===== src/rtl/capa_pkg.sv =====
// Shared definitions for the transaction-layer traffic generator/checker:
// FSM states, word-field helper and the no-progress watchdog limit.
package capa_pkg;

    typedef enum logic [2:0] {
        ST_IDLE,
        ST_INIT,
        ST_REL,
        ST_SEND,
        ST_DRAIN,
        ST_READ,
        ST_CHK,
        ST_FIN
    } capa_state_t;

    // Words are {dest, payload}; payload takes whatever the dest field leaves.
    function automatic int pay_w(input int data_w, input int dest_w);
        return data_w - dest_w;
    endfunction

    localparam int WDOG_W = 10;
    localparam logic [WDOG_W-1:0] WDOG_LIMIT = 10'd1023;

endpackage


===== src/rtl/verificador_canal.sv =====
// Per-output-FIFO checker: registers the pop, then compares the word that
// appears next cycle against {CH, seq_rx}.
// Ports: clk, reset (async, low), clr (restart sequence), pop, data,
//        checked (word compared this cycle), mismatch (compare failed).
module verificador_canal
    import capa_pkg::*;
#(
    parameter int DATA_W = 12,
    parameter int DEST_W = 2,
    parameter int CH     = 0
) (
    input  logic              clk,
    input  logic              reset,
    input  logic              clr,
    input  logic              pop,
    input  logic [DATA_W-1:0] data,
    output logic              checked,
    output logic              mismatch
);

    localparam int PAY_W = pay_w(DATA_W, DEST_W);
    localparam logic [DEST_W-1:0] DEST = CH[DEST_W-1:0];

    logic             pop_q;
    logic [PAY_W-1:0] seq_rx;

    always_ff @(posedge clk or negedge reset) begin
        if (!reset) begin
            pop_q  <= 1'b0;
            seq_rx <= '0;
        end else if (clr) begin
            pop_q  <= 1'b0;
            seq_rx <= '0;
        end else begin
            pop_q <= pop;
            // Advance even on a bad word so later words resync.
            if (pop_q)
                seq_rx <= seq_rx + 1'b1;
        end
    end

    assign checked  = pop_q;
    assign mismatch = pop_q && (data != {DEST, seq_rx});

endmodule


===== src/rtl/generador_verificador_capa.sv =====
// Traffic generator and checker for the transaction layer: programs thresholds,
// pulses init, streams round-robin words, drains and checks every output FIFO,
// then reads back and audits the word counters.
// Inputs : clk, reset (async, low), start, n_words, cfg_umbral_*, almost_full_in,
//          empty_azul, data_out_azul, idle, salida_contador, valid_contador.
// Outputs: FIFO_in, PUSH, pop_fifo_azules, umbral_*, init, req, idx,
//          done, error, err_count.
module generador_verificador_capa
    import capa_pkg::*;
#(
    parameter int DATA_W = 12,
    parameter int N_CHAN = 4,
    parameter int DEST_W = 2,
    parameter int UMB_W  = 3,
    parameter int CNT_W  = 5,
    parameter int NW_W   = 8
) (
    input  logic                     clk,
    input  logic                     reset,
    input  logic                     start,
    input  logic [NW_W-1:0]          n_words,
    input  logic [UMB_W-1:0]         cfg_umbral_bajo,
    input  logic [UMB_W-1:0]         cfg_umbral_alto,
    input  logic                     almost_full_in,
    input  logic [N_CHAN-1:0]        empty_azul,
    input  logic [N_CHAN*DATA_W-1:0] data_out_azul,
    input  logic                     idle,
    input  logic [CNT_W-1:0]         salida_contador,
    input  logic                     valid_contador,
    output logic [DATA_W-1:0]        FIFO_in,
    output logic                     PUSH,
    output logic [N_CHAN-1:0]        pop_fifo_azules,
    output logic [UMB_W-1:0]         umbral_bajo,
    output logic [UMB_W-1:0]         umbral_alto,
    output logic                     init,
    output logic                     req,
    output logic [2:0]               idx,
    output logic                     done,
    output logic                     error,
    output logic [7:0]               err_count
);

    localparam int PAY_W = pay_w(DATA_W, DEST_W);
    localparam int RX_W  = NW_W + 1;
    localparam int PC_W  = $clog2(N_CHAN + 1);
    localparam int EC_W  = 8;
    localparam logic [2:0] LAST_IDX = 3'(N_CHAN);

    capa_state_t       state;
    logic [NW_W-1:0]   nw_q;
    logic [NW_W-1:0]   tx_left;
    logic [DEST_W-1:0] tx_dest;
    logic [PAY_W-1:0]  seq_tx [N_CHAN];
    logic [RX_W-1:0]   rx_cnt;
    logic [WDOG_W-1:0] wdog;
    logic              icnt;
    logic              rd_gap;
    logic [CNT_W-1:0]  cnt_q [N_CHAN+1];

    logic [N_CHAN-1:0] chk_v;
    logic [N_CHAN-1:0] mis_v;
    logic [PC_W-1:0]   n_chk;
    logic [PC_W-1:0]   n_mis;
    logic [CNT_W-1:0]  sum;
    logic              streaming;
    logic              progress;
    logic              wd_fire;
    logic              chk_fail;
    logic [EC_W:0]     err_add;
    logic [EC_W:0]     err_sum;

    assign streaming = (state == ST_SEND) || (state == ST_DRAIN);
    assign PUSH = (state == ST_SEND) && !almost_full_in && (tx_left != '0);
    assign pop_fifo_azules = streaming ? ~empty_azul : '0;
    assign FIFO_in = {tx_dest, seq_tx[tx_dest]};
    assign progress = PUSH || (|pop_fifo_azules);
    assign wd_fire = streaming && !progress && (wdog == WDOG_LIMIT);

    for (genvar c = 0; c < N_CHAN; c++) begin : g_chk
        verificador_canal #(
            .DATA_W(DATA_W),
            .DEST_W(DEST_W),
            .CH    (c)
        ) u_chk (
            .clk     (clk),
            .reset   (reset),
            .clr     (state == ST_INIT),
            .pop     (pop_fifo_azules[c]),
            .data    (data_out_azul[c*DATA_W +: DATA_W]),
            .checked (chk_v[c]),
            .mismatch(mis_v[c])
        );
    end

    always_comb begin
        n_chk = '0;
        n_mis = '0;
        sum   = '0;
        for (int c = 0; c < N_CHAN; c++) begin
            n_chk = n_chk + PC_W'(chk_v[c]);
            n_mis = n_mis + PC_W'(mis_v[c]);
            sum   = sum + cnt_q[c];
        end
    end

    // Total is compared modulo the readback width, same as the hardware counter.
    assign chk_fail = (state == ST_CHK) && (sum != cnt_q[N_CHAN]);
    assign err_add  = (EC_W+1)'(n_mis) + (EC_W+1)'(wd_fire)
                    + (EC_W+1)'(chk_fail);
    assign err_sum  = {1'b0, err_count} + err_add;

    always_ff @(posedge clk or negedge reset) begin
        if (!reset) begin
            state       <= ST_IDLE;
            nw_q        <= '0;
            tx_left     <= '0;
            tx_dest     <= '0;
            rx_cnt      <= '0;
            wdog        <= '0;
            icnt        <= 1'b0;
            rd_gap      <= 1'b0;
            umbral_bajo <= '0;
            umbral_alto <= '0;
            init        <= 1'b0;
            req         <= 1'b0;
            idx         <= '0;
            done        <= 1'b0;
            error       <= 1'b0;
            err_count   <= '0;
            for (int c = 0; c < N_CHAN; c++)
                seq_tx[c] <= '0;
            for (int i = 0; i <= N_CHAN; i++)
                cnt_q[i] <= '0;
        end else begin
            if (err_add != '0) begin
                error     <= 1'b1;
                err_count <= err_sum[EC_W] ? '1 : err_sum[EC_W-1:0];
            end
            rx_cnt <= rx_cnt + RX_W'(n_chk);

            unique case (state)
                ST_IDLE: begin
                    if (start) begin
                        nw_q        <= n_words;
                        tx_left     <= n_words;
                        done        <= 1'b0;
                        error       <= 1'b0;
                        err_count   <= '0;
                        init        <= 1'b1;
                        umbral_bajo <= cfg_umbral_bajo;
                        umbral_alto <= cfg_umbral_alto;
                        icnt        <= 1'b0;
                        state       <= ST_INIT;
                    end
                end
                ST_INIT: begin
                    tx_dest <= '0;
                    rx_cnt  <= '0;
                    for (int c = 0; c < N_CHAN; c++)
                        seq_tx[c] <= '0;
                    icnt <= 1'b1;
                    if (icnt) begin
                        init  <= 1'b0;
                        state <= ST_REL;
                    end
                end
                ST_REL: begin
                    if (idle) begin
                        wdog <= '0;
                        if (nw_q == '0) begin
                            req    <= 1'b1;
                            idx    <= '0;
                            rd_gap <= 1'b0;
                            state  <= ST_READ;
                        end else begin
                            state <= ST_SEND;
                        end
                    end
                end
                ST_SEND, ST_DRAIN: begin
                    if (PUSH) begin
                        tx_dest         <= tx_dest + 1'b1;
                        seq_tx[tx_dest] <= seq_tx[tx_dest] + 1'b1;
                        tx_left         <= tx_left - 1'b1;
                    end
                    wdog <= progress ? '0 : wdog + 1'b1;
                    if (wd_fire || ((state == ST_DRAIN)
                        && (rx_cnt >= {1'b0, nw_q}) && (&empty_azul))) begin
                        req    <= 1'b1;
                        idx    <= '0;
                        rd_gap <= 1'b0;
                        state  <= ST_READ;
                    end else if ((state == ST_SEND) && PUSH
                                 && (tx_left == NW_W'(1))) begin
                        state <= ST_DRAIN;
                    end
                end
                ST_READ: begin
                    // Each counter: hold req until valid, then one idle cycle.
                    if (!rd_gap) begin
                        if (valid_contador) begin
                            cnt_q[idx] <= salida_contador;
                            req        <= 1'b0;
                            rd_gap     <= 1'b1;
                        end
                    end else begin
                        rd_gap <= 1'b0;
                        if (idx == LAST_IDX) begin
                            state <= ST_CHK;
                        end else begin
                            idx <= idx + 1'b1;
                            req <= 1'b1;
                        end
                    end
                end
                ST_CHK: state <= ST_FIN;
                ST_FIN: begin
                    done  <= 1'b1;
                    state <= ST_IDLE;
                end
                default: state <= ST_IDLE;
            endcase
        end
    end

endmodule


===== config.mk =====
export PLATFORM = sky130hd
export DESIGN_NAME = generador_verificador_capa
export DESIGN_NICKNAME = d
export VERILOG_FILES = /design/src/rtl/capa_pkg.sv /design/src/rtl/verificador_canal.sv /design/src/rtl/generador_verificador_capa.sv
export SDC_FILE = /design/constraint.sdc
export NUM_CORES = 1
export LEC_CHECK = 0
export CAP_MARGIN = 20
export CORE_MARGIN = 1.5
export CORE_UTILIZATION = 58
export CTS_BUF_LIST = sky130_fd_sc_hd__clkbuf_8
export DETAILED_ROUTE_END_ITERATION = 10
export GPL_TIMING_DRIVEN = 1
export PLACE_DENSITY = 0.83
export REMOVE_ABC_BUFFERS = 1
export SLEW_MARGIN = 15
export SYNTH_ARGS = -nofsm -noshare
export SYNTH_HDL_FRONTEND = slang
export SYNTH_SLANG_ARGS = --single-unit
export TNS_END_PERCENT = 10

===== constraint.sdc =====
create_clock -name clk -period 8.1 [get_ports clk]
set_input_delay 0.81 -clock clk [delete_from_list [all_inputs] [get_ports clk]]
set_output_delay 0.81 -clock clk [all_outputs]
set_load 0.01 [all_outputs]

Yosys cells after proc, flatten, opt, wreduce, memory -nomap -nowiden --
Index checks and enable logic that the tools add are counted.
Storage, ports and cells: logic and storage cells 214, output and inout port bits 38, register bits after elaboration 172, input bits 77
Cells by class: reductions and logical operators 49, equal/unequal tests 27, order comparisons 5, bitwise logic cells 4, $add $sub $neg 22, multiplexer cells 74
Operators with widths (count):
- $mux W10 | 13
- $pmux W40 S2 | 1
- $add A10 B1 Y10 const B | 6
- $mux W8 | 6
- $bwmux W40 | 1
- $mux W40 | 1
- $mux W3 | 13
- $bwmux W25 | 1
- $ne A12 B12 Y1 | 2
- $mux W1 | 21
- $pmux W3 S7 | 1
- $bmux W10 S2 | 1
- $demux W10 S2 | 1
- $pmux W10 S2 | 1
- $ne A2 B2 Y1 const B | 9
- $reduce_and A6 Y1 | 3
- $reduce_bool A2 Y1 | 9
- $pmux W8 S2 | 1
- $add A5 B5 Y5 | 3
- $demux W5 S3 | 1
- $eq A3 B3 Y1 const B | 5
- $logic_and A1 B1 Y1 | 15
- $ne A12 B10 Y1 | 1
- $ne A12 B11 Y1 | 1
- 45 further kinds | 64

Depth between registers and ports, before layout --
Gate-level depths: netlist (run 1).
depth after elaboration 15, depth in mapped cells 25, depth with buffers taken out 25

Cells and area by module --
Synthesis (run 1) repeated with hierarchy kept, for this count alone.
Second synthesis, totals: cell total of the unflattened synthesis 948, area, all modules 9521.6 um2
Modules (own cells, without submodules):
- generador_verificador_capa | area each 6972.9 um2, seq. area each 3203.1 um2, instances 1, cells an instance 689
- verificador_canal at g_chk[1].u_chk ... | area each 640.6 um2, seq. area each 275.3 um2, instances 2, cells an instance 64
- verificador_canal at g_chk[3].u_chk | area each 634.4 um2, seq. area each 275.3 um2, instances 1, cells an instance 66
- verificador_canal at g_chk[0].u_chk | area each 633.1 um2, seq. area each 275.3 um2, instances 1, cells an instance 65

Least setup slack after synthesis (run 1) --
No wires, ideal clock.
kind flip-flop to flip-flop, start register cnt_q[6] (netlist bit), end register err_count[6], arrival time 5.649 ns, cell stages (with the launch flop) 25, buffers on the path 0, slack 2.317 ns, data required time 7.966 ns, clock period less this slack 5.783 ns, library setup time 0.134 ns, cell sequence dfrtp_1 fa_1 inv_1 fa_1 inv_1 ha_1 inv_1 fa_1 xnor2_1 nor4_1 a21oi_1 fa_1 inv_1 fa_1 inv_1 ha_1 fa_1 inv_1 fa_1 nor2b_1 o21ai_0 nor2_1 nand3_1 nor3b_1 nor3_1
On the way: word-level cells in the longest chain between the ends 9, elaborated cells between the ends (all ways) 10, classes of those cells add/sub (3); eq/ne (1); mux (4); reduce/logical (2)
Ends and longest elaborated chain:
- start: declaration | RTL line generador_verificador_capa.sv:58 | logic [CNT_W-1:0] cnt_q [N_CHAN+1];
- start signal: indexed assignment | RTL line generador_verificador_capa.sv:202 | cnt_q[idx] <= salida_contador;
- $add A5 B5 Y5 (*) | RTL line generador_verificador_capa.sv:102 | sum = sum + cnt_q[c];
- $ne A5 B5 Y1 (*) | RTL line generador_verificador_capa.sv:107 | assign chk_fail = (state == ST_CHK) && (sum != cnt_q[N_CHAN]);
- $logic_and A1 B1 Y1 (*) | RTL line generador_verificador_capa.sv:107
- $add A4 B1 Y5 (*) | RTL line generador_verificador_capa.sv:109 | + (EC_W+1)'(chk_fail);
- $add A8 B5 Y9 | RTL line generador_verificador_capa.sv:110 | assign err_sum = {1'b0, err_count} + err_add;
- $mux W8 | RTL line generador_verificador_capa.sv:137 | err_count <= err_sum[EC_W] ? '1 : err_sum[EC_W-1:0];
- $mux W8 (*) | RTL line generador_verificador_capa.sv:135 | if (err_add != '0) begin
- $mux W8 | RTL line generador_verificador_capa.sv:143 | if (start) begin
- $mux W8 (*) | RTL line generador_verificador_capa.sv:141 | unique case (state)
- end signal: assignment | RTL line generador_verificador_capa.sv:137
- end: declaration | RTL line generador_verificador_capa.sv:40 | output logic [7:0] err_count
Mark *: on every way between the ends. The rest lies on a longest branch, timed or not. A chain may end at the register's enable or synchronous reset.

Worst setup path in the final report (run 1) --
Ends and elaborated chain as after synthesis.

==> results of run 1 <==
==> per-layer routing <==
layer  vias to the layer above  GRT usage
li1                       3393          -
met1                      3437      0.338
met2                       182      0.409
met3                        23     0.0512
met4                         0     0.0797
met5                         -          0
==> layout make-up <==
class,instances,area (µm²)
timing repair buffer,119,1190
clock inverter,12,158
sequential,172,4300
fill,1197,4760
multi-input combinational,661,4620
inverter,51,191
clock buffer,20,275
tap,216,270
==> cell families after synthesis <==
kind of cell / synth area share
simple gates: 0.155
compound gates: 0.105
fa+ha+maj: 0.0755
mux: 0.0685
buf+inv: 0.0404
flops: 0.464
xor+xnor: 0.0925
==> worst max-delay path, cell delays in order, from the launching register on <==
cell	delay, ns
sky130_fd_sc_hd__dfrtp_1	0.42
sky130_fd_sc_hd__fa_1	0.55
sky130_fd_sc_hd__inv_1	0.05
sky130_fd_sc_hd__fa_1	0.44
sky130_fd_sc_hd__inv_1	0.06
sky130_fd_sc_hd__ha_1	0.16
sky130_fd_sc_hd__inv_1	0.06
sky130_fd_sc_hd__fa_1	0.39
sky130_fd_sc_hd__xor2_1	0.20
sky130_fd_sc_hd__xnor2_1	0.13
sky130_fd_sc_hd__nor4_1	0.28
sky130_fd_sc_hd__a21oi_1	0.16
sky130_fd_sc_hd__fa_1	0.51
sky130_fd_sc_hd__inv_1	0.06
sky130_fd_sc_hd__fa_1	0.53
sky130_fd_sc_hd__inv_1	0.04
sky130_fd_sc_hd__ha_1	0.19
sky130_fd_sc_hd__fa_1	0.55
sky130_fd_sc_hd__inv_1	0.08
sky130_fd_sc_hd__fa_1	0.43
sky130_fd_sc_hd__nor2b_1	0.12
sky130_fd_sc_hd__o21ai_0	0.12
sky130_fd_sc_hd__nor2_1	0.28
sky130_fd_sc_hd__nand3_1	0.12
sky130_fd_sc_hd__nor3b_1	0.19
sky130_fd_sc_hd__nor3_1	0.07
==> cells in the mapped netlist, types with 10 or more instances <==
cell / instances
sky130_fd_sc_hd__nand4_1: 12
sky130_fd_sc_hd__ha_1: 32
sky130_fd_sc_hd__a21oi_1: 33
sky130_fd_sc_hd__or3_1: 12
sky130_fd_sc_hd__clkbuf_1: 28
sky130_fd_sc_hd__mux4_2: 10
sky130_fd_sc_hd__xnor2_1: 37
sky130_fd_sc_hd__fa_1: 15
sky130_fd_sc_hd__nor2_1: 83
sky130_fd_sc_hd__xor2_1: 61
sky130_fd_sc_hd__o21ai_0: 86
sky130_fd_sc_hd__nand3_1: 62
sky130_fd_sc_hd__and3_1: 21
sky130_fd_sc_hd__inv_1: 50
sky130_fd_sc_hd__dfrtp_1: 172
sky130_fd_sc_hd__nand2_1: 67
sky130_fd_sc_hd__nor3_1: 18
sky130_fd_sc_hd__mux2_2: 32
==> report_power, final <==
part / total [mW] / leakage [nW] / switching, mW / internal [mW]
clock: 0.658 / 0.218 / 0.325 / 0.333
combinational: 1.34 / 2.41 / 0.722 / 0.615
sequential: 1.28 / 2.30 / 0.227 / 1.05
==> worst max path at each step <==
stage,startpoint,to,slack [ns]
after floorplan,cnt_q[6],err_count[6],2.22
after global placement,cnt_q[6],err_count[6],2.00
after detailed placement,cnt_q[6],err_count[6],1.89
after CTS,cnt_q[6],err_count[6],1.78
after global routing,cnt_q[6],err_count[6],1.35
final,cnt_q[6],err_count[6],1.78
==> state kept, by name, indices dropped and copies added (netlist names) <==
register and flops:
icnt 1, g_chk.u_chk.seq_rx 40, umbral_alto 3, state 3, umbral_bajo 3, nw_q 8
tx_left 8, cnt_q 25, wdog 10, g_chk.u_chk.checked 4, rx_cnt 9, idx 3
seq_tx 40, error 1, req 1, init 1, done 1, tx_dest 2
rd_gap 1, err_count 8
==> impl_metrics.prom, run 1 <==
# TYPE chip_impl_metric gauge
chip_impl_metric{name="netlist_instances",unit=""} 922
chip_impl_metric{name="grt_pass1_vias",unit=""} 7017
chip_impl_metric{name="synth-seq-area-share",unit=""} 0.464
chip_impl_metric{name="instances_no_fill",unit=""} 1251
chip_impl_info{name="clock-root-buffer",value="sky130_fd_sc_hd__clkbuf_8"} 1
chip_impl_metric{name="total_power",unit="mW"} 3.28
chip_impl_metric{name="synth_seq_cells",unit=""} 172
chip_impl_metric{name="ff2ff_path_depth",unit=""} 25
chip_impl_metric{name="worst_ep_arrival_time",unit="ns"} 6.65
chip_impl_metric{name="drv_slew",unit=""} 0
chip_impl_info{name="crit_path_end_kind",value="register"} 1
chip_impl_metric{name="clock_latency",unit="ns"} 0.46
chip_impl_metric{name="worst-path-max-fanout",unit=""} 5
chip_impl_info{name="critical_path.reg2reg.startpoint",value="cnt_q[6]"} 1
chip_impl_metric{name="ys.warnings.count",unit=""} 0
chip_impl_metric{name="gpl.final_weighted_congestion",unit=""} 0.830
chip_impl_metric{name="globalRouteTotalUtil",unit=""} 0.250
chip_impl_metric{name="first_pass_grt_wire_length",unit="µm"} 33200
chip_impl_info{name="worstHoldPathType",value="in2async"} 1
chip_impl_info{name="worst-setup-path-type",value="reg2reg"} 1
chip_impl_metric{name="syn-mean-instance-area",unit="µm²"} 10.1
chip_impl_metric{name="cts.reportedPaths.clkPinSlew",unit="ns"} 0.09
chip_impl_info{name="netlist_top_cells_area",value="sky130_fd_sc_hd__dfrtp_1, sky130_fd_sc_hd__xor2_1, sky130_fd_sc_hd__o21ai_0"} 1
chip_impl_info{name="critical_path.reg2reg.endpoint",value="err_count[6]"} 1
chip_impl_metric{name="number_of_drc_markers_in_iteration_0",unit=""} 490
chip_impl_metric{name="number_of_antenna_violations_at_the_first_check_in_global_routing",unit=""} 0
chip_impl_metric{name="tritoncts.num_buffers",unit=""} 17
chip_impl_info{name="layout.cells.most_common",value="sky130_fd_sc_hd__dfrtp_1"} 1
chip_impl_metric{name="ctsHoldBuffers",unit=""} 0
chip_impl_metric{name="finalClockSkew",unit="ns"} 0.0144
chip_impl_info{name="synth.largest_area_cell",value="sky130_fd_sc_hd__dfrtp_1"} 1
chip_impl_metric{name="worstMarginPinSlew",unit="ns"} 0.955
chip_impl_metric{name="finalWirelength",unit="µm"} 19900
chip_impl_info{name="rsz_0062_raised_after_global_routing",value="no"} 1
chip_impl_metric{name="leakage_power_of_the_design",unit="nW"} 4.93
chip_impl_metric{name="drc",unit=""} 0
chip_impl_metric{name="nets",unit=""} 1146
chip_impl_metric{name="max_freq",unit="MHz"} 158
chip_impl_metric{name="route.antenna.remaining_nets",unit=""} 0
chip_impl_metric{name="wl_per_cell",unit="µm"} 15.9
chip_impl_metric{name="placed_cells",unit=""} 1218
chip_impl_metric{name="flop2flop_setup_slack",unit="ns"} 1.78
chip_impl_metric{name="synth-edff-count",unit=""} 0
chip_impl_metric{name="hold_ws",unit="ns"} 0.419
chip_impl_metric{name="diodes",unit=""} 0
chip_impl_metric{name="die_width",unit="µm"} 130
chip_impl_metric{name="post-cts-setup-buffers",unit=""} 0
chip_impl_metric{name="synth.distinct_cells",unit=""} 57
chip_impl_metric{name="routed-wl-met3",unit="µm"} 936
chip_impl_info{name="top_routing_layer_in_use",value="met4"} 1
chip_impl_metric{name="port-buffer-count",unit=""} 114
chip_impl_metric{name="drt-pass1-iter-count",unit=""} 5
chip_impl_metric{name="hold_viol_final",unit=""} 0
chip_impl_metric{name="vias",unit=""} 7035
chip_impl_metric{name="m1WireLength",unit="µm"} 9020
chip_impl_metric{name="area_growth",unit="%"} 18.6
chip_impl_metric{name="ctsLongestPathBuffers",unit=""} 2
chip_impl_metric{name="start_util",unit=""} 0.589
chip_impl_metric{name="worst_voltage_drop_across_the_vdd_grid",unit="V"} 0.000166
chip_impl_metric{name="drive_gt1_frac",unit=""} 0.0850
chip_impl_metric{name="pwr_density",unit="nW/µm²"} 298
chip_impl_metric{name="synth.cell_area",unit="µm²"} 9280
chip_impl_metric{name="slew-limit-headroom",unit=""} 0.363
chip_impl_metric{name="drt-vias-per-instance",unit=""} 5.62
chip_impl_metric{name="grt_max_degree",unit=""} 97
chip_impl_metric{name="setup_viol",unit=""} 0
chip_impl_metric{name="floorplan.die.height",unit="µm"} 130
chip_impl_metric{name="placeableCoreArea",unit="µm²"} 15800
chip_impl_metric{name="core.rowCount",unit=""} 46
chip_impl_metric{name="max-cap-violations",unit=""} 0
chip_impl_metric{name="final.period_utilization",unit=""} 0.780
chip_impl_metric{name="final_core_util",unit=""} 0.698
chip_impl_metric{name="htreeDepth",unit=""} 4
chip_impl_info{name="synth-main-ff-cell",value="sky130_fd_sc_hd__dfrtp_1"} 1
chip_impl_metric{name="async_reset_ff_frac",unit=""} 1.00
chip_impl_metric{name="fin_tns_setup",unit="ns"} 0
chip_impl_metric{name="detailedPlace.worstSlack",unit="ns"} 1.89
chip_impl_metric{name="detailedPlacementHpwl",unit="µm"} 13700
chip_impl_metric{name="timing.final.crit_period",unit="ns"} 6.32
chip_impl_metric{name="required",unit="ns"} 8.43
chip_impl_metric{name="post_cts.resized_instances",unit=""} 0
chip_impl_metric{name="yosys.area.top_type_share",unit=""} 0.464
chip_impl_metric{name="final_area",unit="µm²"} 11000
chip_impl_metric{name="met2_wirelength",unit="µm"} 9650
chip_impl_metric{name="final_critical_path_setup_slack",unit="ns"} 1.78
chip_impl_metric{name="die_area",unit="µm²"} 16800
chip_impl_info{name="status",value="finished, final reports clean"} 1
chip_impl_info{name="clock_tree_from_tritoncts",value="built"} 1
chip_impl_metric{name="globalRoute.totalOverflow",unit=""} 0
chip_impl_metric{name="clkSinkCount",unit=""} 172
chip_impl_info{name="worst_setup_start_kind",value="register"} 1
chip_impl_info{name="mostFrequentLayoutCells",value="sky130_fd_sc_hd__dfrtp_1, sky130_fd_sc_hd__clkdlybuf4s50_1, sky130_fd_sc_hd__o21ai_0, sky130_fd_sc_hd__nor2_1, sky130_fd_sc_hd__nand2_1"} 1
chip_impl_metric{name="top_level_ports",unit=""} 115
chip_impl_metric{name="detailed_place.area",unit="µm²"} 10600
Note: power is estimated with default switching activity, not from simulation.
==> run 2, diff against run 1 <==
- clock period: 8.1 -> 6.5 ns (I/O delays scaled with it)
==> run 2 against run 1 <==
Worst hold slack worse by 0.22 ns. Utilization is 0.47 points higher. Global-route usage fell by 0.45 points. First-iteration DRC count is 19% lower. Clock power up 15%. Critical path depth stayed put. Cell count rose by 0.32%. Sequential cell count is the same. Die area did not move. Non-clock buffer count increased by 4. Largest cell class unchanged. Largest power group unchanged.
==> impl_metrics.prom, run 2 (same netlist as run 1, synthesis figures left out) <==
# TYPE chip_impl_metric gauge
chip_impl_metric{name="die_area",unit="µm²"} 16800
chip_impl_metric{name="drive_gt1_frac",unit=""} 0.104
chip_impl_metric{name="pwr_density",unit="nW/µm²"} 371
chip_impl_metric{name="start_util",unit=""} 0.589
chip_impl_metric{name="detailed_place.area",unit="µm²"} 10600
chip_impl_metric{name="leakage_power_of_the_design",unit="nW"} 4.94
chip_impl_metric{name="grt_pass1_vias",unit=""} 6769
chip_impl_metric{name="cts.reportedPaths.clkPinSlew",unit="ns"} 0.10
chip_impl_metric{name="port-buffer-count",unit=""} 114
chip_impl_metric{name="hold_viol_final",unit=""} 0
chip_impl_metric{name="area_growth",unit="%"} 19.4
chip_impl_metric{name="die_width",unit="µm"} 130
chip_impl_metric{name="number_of_drc_markers_in_iteration_0",unit=""} 396
chip_impl_metric{name="htreeDepth",unit=""} 4
chip_impl_info{name="worstHoldPathType",value="in2async"} 1
chip_impl_metric{name="drc",unit=""} 0
chip_impl_info{name="worst_setup_start_kind",value="register"} 1
chip_impl_metric{name="ctsHoldBuffers",unit=""} 0
chip_impl_metric{name="globalRouteTotalUtil",unit=""} 0.246
chip_impl_metric{name="gpl.final_weighted_congestion",unit=""} 0.844
chip_impl_info{name="clock-root-buffer",value="sky130_fd_sc_hd__clkbuf_8"} 1
chip_impl_metric{name="drt-pass1-iter-count",unit=""} 5
chip_impl_metric{name="globalRoute.totalOverflow",unit=""} 0
chip_impl_metric{name="final_critical_path_setup_slack",unit="ns"} 0.282
chip_impl_metric{name="final_core_util",unit=""} 0.703
chip_impl_metric{name="setup_viol",unit=""} 0
chip_impl_metric{name="top_level_ports",unit=""} 115
chip_impl_metric{name="worst-path-max-fanout",unit=""} 3
chip_impl_metric{name="detailedPlacementHpwl",unit="µm"} 13900
chip_impl_metric{name="wl_per_cell",unit="µm"} 15.9
chip_impl_metric{name="finalWirelength",unit="µm"} 19900
chip_impl_info{name="crit_path_end_kind",value="register"} 1
chip_impl_metric{name="clkSinkCount",unit=""} 172
chip_impl_metric{name="drt-vias-per-instance",unit=""} 5.65
chip_impl_metric{name="first_pass_grt_wire_length",unit="µm"} 32300
chip_impl_metric{name="ff2ff_path_depth",unit=""} 25
chip_impl_info{name="layout.cells.most_common",value="sky130_fd_sc_hd__dfrtp_1"} 1
chip_impl_metric{name="final.period_utilization",unit=""} 0.957
chip_impl_metric{name="ctsLongestPathBuffers",unit=""} 2
chip_impl_metric{name="nets",unit=""} 1150
chip_impl_metric{name="placeableCoreArea",unit="µm²"} 15800
chip_impl_metric{name="floorplan.die.height",unit="µm"} 130
chip_impl_metric{name="detailedPlace.worstSlack",unit="ns"} 0.254
chip_impl_metric{name="vias",unit=""} 7085
chip_impl_metric{name="route.antenna.remaining_nets",unit=""} 0
chip_impl_metric{name="fillerInstances",unit=""} 1194
chip_impl_metric{name="finalClockSkew",unit="ns"} 0.0149
chip_impl_metric{name="number_of_antenna_violations_at_the_first_check_in_global_routing",unit=""} 0
chip_impl_metric{name="diodes",unit=""} 0
chip_impl_info{name="critical_path.reg2reg.startpoint",value="cnt_q[6]"} 1
chip_impl_metric{name="worstMarginPinSlew",unit="ns"} 0.855
chip_impl_metric{name="fin_tns_setup",unit="ns"} 0
chip_impl_metric{name="drv_slew",unit=""} 0
chip_impl_metric{name="slew-limit-headroom",unit=""} 0.430
chip_impl_metric{name="max-cap-violations",unit=""} 0
chip_impl_info{name="clock_tree_from_tritoncts",value="built"} 1
chip_impl_info{name="critical_path.reg2reg.endpoint",value="err_count[5]"} 1
chip_impl_metric{name="clock_latency",unit="ns"} 0.47
chip_impl_metric{name="hold_ws",unit="ns"} 0.199
chip_impl_metric{name="required",unit="ns"} 6.90
chip_impl_metric{name="worst_ep_arrival_time",unit="ns"} 6.62
chip_impl_metric{name="final_area",unit="µm²"} 11100
chip_impl_metric{name="flop2flop_setup_slack",unit="ns"} 0.28
chip_impl_info{name="mostFrequentLayoutCells",value="sky130_fd_sc_hd__dfrtp_1, sky130_fd_sc_hd__clkdlybuf4s50_1, sky130_fd_sc_hd__o21ai_0, sky130_fd_sc_hd__nor2_1, sky130_fd_sc_hd__nand2_1"} 1
chip_impl_metric{name="tritoncts.num_buffers",unit=""} 17
chip_impl_info{name="status",value="finished, final reports clean"} 1
chip_impl_metric{name="worst_voltage_drop_across_the_vdd_grid",unit="V"} 0.000271
chip_impl_metric{name="timing.final.crit_period",unit="ns"} 6.22
chip_impl_metric{name="core.rowCount",unit=""} 46
chip_impl_metric{name="max_freq",unit="MHz"} 161
chip_impl_info{name="reg_top3",value="g_chk.u_chk.seq_rx: 40 flops, seq_tx: 40 flops, cnt_q: 25 flops"} 1
chip_impl_info{name="worst-setup-path-type",value="reg2reg"} 1
chip_impl_metric{name="grt_max_degree",unit=""} 91
-- run 2: where the power goes --
part / switching, mW / internal, mW / total (mW)
Sequential: 0.284 / 1.31 / 1.60
Clock: 0.430 / 0.328 / 0.758
Combinational: 0.942 / 0.816 / 1.76
-- run 2: critical path, cell delays in order (launching register included) --
cell                      delay, ns
sky130_fd_sc_hd__dfrtp_1       0.41
sky130_fd_sc_hd__fa_1          0.55
sky130_fd_sc_hd__inv_1         0.06
sky130_fd_sc_hd__fa_1          0.44
sky130_fd_sc_hd__inv_1         0.07
sky130_fd_sc_hd__ha_2          0.18
sky130_fd_sc_hd__inv_1         0.06
sky130_fd_sc_hd__fa_2          0.40
sky130_fd_sc_hd__xor2_2        0.18
sky130_fd_sc_hd__xnor2_1       0.14
sky130_fd_sc_hd__nor4_2        0.24
sky130_fd_sc_hd__a21oi_2       0.12
sky130_fd_sc_hd__fa_1          0.55
sky130_fd_sc_hd__inv_1         0.07
sky130_fd_sc_hd__fa_1          0.53
sky130_fd_sc_hd__inv_1         0.04
sky130_fd_sc_hd__ha_1          0.21
sky130_fd_sc_hd__fa_2          0.58
sky130_fd_sc_hd__inv_1         0.07
sky130_fd_sc_hd__fa_2          0.36
sky130_fd_sc_hd__nor2b_2       0.13
sky130_fd_sc_hd__o21ai_2       0.09
sky130_fd_sc_hd__or3_4         0.34
sky130_fd_sc_hd__nand3_1       0.08
sky130_fd_sc_hd__o21ai_0       0.10
sky130_fd_sc_hd__nor2_1        0.15
-- run 2: worst max-delay path by stage --
stage	start	depth (start not counted)	endpoint	slack, ns
final	cnt_q[6]	25	err_count[5]	0.28
after detailed placement	cnt_q[6]	25	err_count[6]	0.25
after global placement	cnt_q[6]	24	err_count[6]	0.44
after CTS	cnt_q[6]	25	err_count[6]	0.20
after floorplan	cnt_q[6]	24	err_count[6]	0.62
after global routing	cnt_q[6]	25	err_count[5]	-0.04
-- run 2: final cells by class --
type	instances	area, µm²	area share
multi-input combinational	661	4690	0.423
sequential	172	4300	0.388
timing repair buffer	123	1230	0.111
tap	216	270	0.0244
clock buffer	18	248	0.0224
inverter	51	191	0.0173
clock inverter	14	149	0.0134
-- run 2: repair_timing --
action | in CTS | in global routing
setup buffers | 0 | 2
endpoints found under the setup margin | 0 | 6
resized for setup | 0 | 18
-- run 2: per-layer routing --
layer / global-route usage / part of all wire / vias up / wire length, µm
met1: 0.326 / 0.45 / 3499 / 9010
met2: 0.411 / 0.49 / 158 / 9740
met5: 0 / 0 / - / 0
met4: 0.0797 / 0.015 / 0 / 303
li1: - / - / 3404 / -
met3: 0.0454 / 0.042 / 24 / 844
-- run 2: through the flow --
stage / total power [mW] / cells
final: 4.11 / 1255
after global routing: 4.43 / 1255
after CTS: 4.01 / 1252
after detailed placement: 3.25 / 1220
after global placement: 3.17 / 1220
after floorplan: 2.67 / 884
==> run 3, diff against run 2 <==
- ABC_CLOCK_PERIOD_IN_PS: default -> 6500
==> results of run 3 <==
Same layout as run 2: the final DEF is identical, and so are final timing and power.
